--- config.mk ---
export PLATFORM = sky130hd
export DESIGN_NAME = demux_1x8_tree
export DESIGN_NICKNAME = d
export VERILOG_FILES = /design/src/rtl/demux_1x8_pkg.sv /design/src/rtl/demux_1x8_tree_demux_1x2.sv /design/src/rtl/demux_1x8_tree.sv
export SDC_FILE = /design/constraint.sdc
export NUM_CORES = 1
export LEC_CHECK = 0
export ABC_CLOCK_PERIOD_IN_PS = 1300
export BUFFER_PORTS_ARGS = -buffer_cell sky130_fd_sc_hd__clkbuf_2
export CAP_MARGIN = 10
export CORE_AREA = 2 2 39 41
export CTS_BUF_LIST = sky130_fd_sc_hd__clkbuf_16
export DETAILED_ROUTE_END_ITERATION = 16
export DIE_AREA = 0 0 41 43
export SETUP_SLACK_MARGIN = 0.1
export SLEW_MARGIN = 30
export SYNTH_ARGS = -nofsm -noshare
export SYNTH_HDL_FRONTEND = slang
export SYNTH_SLANG_ARGS = --single-unit
--- constraint.sdc ---
create_clock -name clk -period 1.3 [get_ports clk]
set_input_delay 0.13 -clock clk [delete_from_list [all_inputs] [get_ports clk]]
set_output_delay 0.13 -clock clk [all_outputs]
set_load 0.01 [all_outputs]
--- src/rtl/demux_1x8_pkg.sv ---
// Shared sizing constants for the 1-to-8 demux tree.
package demux_1x8_pkg;
    localparam int NUM_OUT = 8;
    localparam int SEL_W   = 3;
endpackage

--- src/rtl/demux_1x8_tree_demux_1x2.sv ---
// Combinational 1-to-2 demux cell: d goes to y1 when s is set, else to y0.
module demux_1x2 #(
    parameter int WIDTH = 1
) (
    input  logic [WIDTH-1:0] d,
    input  logic             s,
    output logic [WIDTH-1:0] y0,
    output logic [WIDTH-1:0] y1
);
    assign y0 = s ? '0 : d;
    assign y1 = s ? d : '0;
endmodule

--- src/rtl/demux_1x8_tree.sv ---
// 1-to-8 demux built from three levels of demux_1x2, output registered on clk.
// Define DEMUX_1X8_COMB_OUT_EN to drop the output register (zero-latency build).
module demux_1x8_tree
    import demux_1x8_pkg::*;
#(
    parameter int WIDTH = 1
) (
    input  logic                     clk,
    input  logic                     rst_n,
    input  logic [WIDTH-1:0]         i,
    input  logic [SEL_W-1:0]         sel,
    output logic [NUM_OUT*WIDTH-1:0] y
);
    logic [WIDTH-1:0]         w_l1 [2];
    logic [WIDTH-1:0]         w_l2 [4];
    logic [WIDTH-1:0]         w_l3 [NUM_OUT];
    logic [NUM_OUT*WIDTH-1:0] w_tree;

    demux_1x2 #(.WIDTH(WIDTH)) u_l1 (
        .d  (i),
        .s  (sel[2]),
        .y0 (w_l1[0]),
        .y1 (w_l1[1])
    );

    // Node j at each level feeds children 2j and 2j+1, so lane index equals sel.
    for (genvar j = 0; j < 2; j++) begin : g_l2
        demux_1x2 #(.WIDTH(WIDTH)) u_l2 (
            .d  (w_l1[j]),
            .s  (sel[1]),
            .y0 (w_l2[2*j]),
            .y1 (w_l2[2*j+1])
        );
    end

    for (genvar j = 0; j < 4; j++) begin : g_l3
        demux_1x2 #(.WIDTH(WIDTH)) u_l3 (
            .d  (w_l2[j]),
            .s  (sel[0]),
            .y0 (w_l3[2*j]),
            .y1 (w_l3[2*j+1])
        );
    end

    for (genvar k = 0; k < NUM_OUT; k++) begin : g_pack
        assign w_tree[k*WIDTH +: WIDTH] = w_l3[k];
    end

`ifdef DEMUX_1X8_COMB_OUT_EN
    logic w_unused;
    assign w_unused = clk ^ rst_n;
    assign y        = w_tree;
`else
    logic [NUM_OUT*WIDTH-1:0] r_y;

    always_ff @(posedge clk) begin
        if (!rst_n) begin
            r_y <= '0;
        end else begin
            r_y <= w_tree;
        end
    end

    assign y = r_y;
`endif
endmodule

# Word-level counts from Yosys, hierarchy flattened

Index checks and enable logic that the tools add are counted.

Flip-flop bits (word level): 8
Latch bits: 0
Memory bits (writable): 0
Memory bits (read-only): 0
Input bits: 6
Output and inout port bits: 8
Logic and storage cells: 11
Memories kept: 0

Add/subtract/negate cells: 0
$mul: 0
Divide/modulo/power cells: 0
$lt $le $gt $ge: 0
Equality and inequality tests: 0
Shift-type cells: 0
Mux-type cells: 6
Bitwise gates (word level): 1
Reduce and logical (&&, ||, !) cells: 2

Operators by type and width:

| operator            | count |
|---|---|
| two-way mux 1 bit   | 6 |
| AND reduction 2 bit | 1 |
| OR reduction 2 bit  | 1 |
| inverter 1 bit      | 1 |

# Depth between registers and ports, before layout

Word-level depth: 2
Gate-level depth with buffers: 2
Gate-level depth less buffers: 2

# Modules after synthesis

A second synthesis with hierarchy kept.

Cells, all modules: 30
Area total of the unflattened synthesis: 324.1 µm²

By module, submodules not included:

| module         | times used | cells each | area an instance (µm²) | seq. area each (µm²) |
|---|---|---|---|---|
| demux_1x8_tree | 1          | 16         | 210.2                  | 160.2 |
| demux_1x2      | 7          | 2          | 16.3                   | 0.0 |

# Worst setup path after synthesis

No wires, ideal clock.

Path type: in2reg
Start: input sel[0]
End: register r_y[0], in the netlist y[0]
Setup time: 65 ps
Data arrival time: 581 ps
Data required time: 1235 ps
Path slack: 654 ps
Cell stages on the path: 2
Buffers on the path: 0
Path through: or3b_1 -> nor2_1

Word-level cells in the longest chain between the ends: 1

RTL lines:

| item                                | line                 | source |
|---|---|---|
| start: declaration                  | demux_1x8_tree.sv:11 | `input logic [SEL_W-1:0] sel,` |
| OR reduction 2 bit (no source line) | -                    |  |
| end signal: assignment              | demux_1x8_tree.sv:60 | `r_y <= w_tree;` |
| end: declaration                    | demux_1x8_tree.sv:54 | `logic [NUM_OUT*WIDTH-1:0] r_y;` |

Every way passes these cells.
A chain may end at the register's enable or synchronous reset.

# Worst setup path after layout

Start: register r_y[6], in the netlist y[6]
End: output y[6]

RTL lines:

| item             | line                 | source |
|---|---|---|
| end: declaration | demux_1x8_tree.sv:12 | `output logic [NUM_OUT*WIDTH-1:0] y` |

No word-level cell between the ends.

==> flow_summary.toml <==
[run_status]
status = "finished, final reports clean"

[critical_path]
slowest_stage = "dfxtp_1"
setup.worst_path.start_class = "flop"
max_stage_delay_ps = 300
required_ps = 1170
crit_chain = "clkbuf_2"
cp_num_buf_inv = 1
crit_fanout = 1
critPathKind = "reg2out"
critical_path_arrival_ps = 650
cp_top_family = "flip-flops"
endpoint_kind = "output port"

[timing]
tns_ps = 0
holdWs_ps = 131.7
finalWorstPathRequiredPeriod_ps = 781.7
drv_slew = 0
rsz0062_at_grt = "false"
tightest_slew_ps = 140.7
hold_viol = 0
max_freq_mhz = 1279
fin_crit_sh_pct = 60.13
setup_viol = 0
relSlewSlack_pct = 90.55

[die]
coreArea_um2 = 1384
initial_utilization_pct = 16.46
dieArea_um2 = 1763
die_w_um = 41
io_pins = 14
row_count = 14
die_h_um = 43

[logic_synthesis]
synth.net_count = 28
synth_mux_area_share_pct = 0
syn_area_um2 = 227.7
ys_ff_latch = 8
synth_top_family_by_area = "simple AND/OR/NAND/NOR gates"
yosys.area_share.adder_pct = 0
synth_compound_area_share_pct = 0
synth-simple-area-share_pct = 29.67
synth_cell_types = 8
yosysSeqAreaShare_pct = 70.33
synth_xor_area_share_pct = 0
syn_inst = 22
ys_warn_count = 0
syn_avg_cell_area_um2 = 10.35

[hold_path]
hp-class = "in2reg"

[finish]
finalNonFillerCells = 54
fill_cells = 155
final_common_cell = "clkbuf_2"
final_layout_size_suffix_gt1_share_pct = 42.11
stdcell_area_um2 = 387.9
largest_reg_flops = 8
fin_nets = 46
area_growth_syn_to_layout_pct = 70.33
layout_common_cells = "13 x clkbuf_2, 8 x dfxtp_1, 6 x nor2_1"
diodes = 0

[route]
drtIter0Drc = 1
routedWlPerCell_um = 7.889
antenna_left = 0
via_count = 185
drt_drc_violations_left = 0
wl_um = 426
viasPerCell = 3.426
drt_pass1_iterations = 2

[grt]
first_global_vias = 183
grt_overflow = 0
track_usage_pct = 6.263
grt_max_degree = 6
grt_pass1_wl_um = 676
antenna_found_initial = 0

[clocking]
hold_buffers = 0
cts_sinks = 8
clk_pin_slew_ps = 30
post-cts-setup-buffer-count = 0
cts_resized = 0
cts_buffers = 3
clockBufferDepth = 2
cts_tree = "built"
htree_levels = 1
cts_root_buf = "clkbuf_16"

[place]
port_buffers = 13
routabilityCongestion = 0.7183
dp_cells = 51
dpl_cell_area_um2 = 312.8

[power]
static-leakage-power_nw = 0.1805
vdd_drop_max_uv = 548.2
power.density_nw_per_um2 = 2016
power_mw = 0.7820

[run]
cap_viol_max_count = 0
[routing by layer]
metal	global-route usage (%)	share of wire (%)
met5	0	0
met4	6.000	0
met3	4.712	16
met2	5.938	37
met1	8.197	47
[cell usage after synthesis, drive strengths merged]
cell | n | share of area [%]
nand3 | 1 | 2.2
nor3 | 2 | 4.4
nand2 | 2 | 3.3
nand3b | 1 | 3.3
nand2b | 1 | 2.7
dfxtp | 8 | 70
nor2 | 6 | 9.9
or3b | 1 | 3.8
[path summary, 6_finish.rpt]
kind | slack [ps] | startpoint | to | cells past startpoint
worst max-delay path | 520 | y[6]$_SDFF_PP0_ | y[6] | 1
worst min-delay path | 130 | sel[2] | y[3]$_SDFF_PN0_ | 2
[cell type report]
type | instances | area, um^2 | share of cell area (%)
Sequential cell | 8 | 160.2 | 41.29
Clock buffer | 3 | 75.07 | 19.35
Multi-Input combinational cell | 14 | 67.56 | 17.42
Timing Repair Buffer | 13 | 65.06 | 16.77
Tap cell | 16 | 20.02 | 5.161
[cells by family (layout without fill, tap and decap cells)]
kind of cell / after synthesis / in the layout
buffers and inverters: 0 / 16
DFF: 8 / 8
and+or+nand+nor: 14 / 14
[power breakdown]
part	switching [mW]	internal [mW]	leakage [nW]
clock	0.107	0.395	0.0370
combinational	0.0156	0.0126	0.0788
sequential	0.000982	0.251	0.0648
[metrics by stage]
step	worst slack (ps)	util, %
2_1_floorplan	654.5	-
3_3_place_gp	522.3	22.60
3_5_place_dp	517.7	22.60
4_1_cts	509.3	28.03
5_1_grt	491.3	28.03
6_report	518.3	28.03
Note: power is estimated with default switching activity, not from simulation.
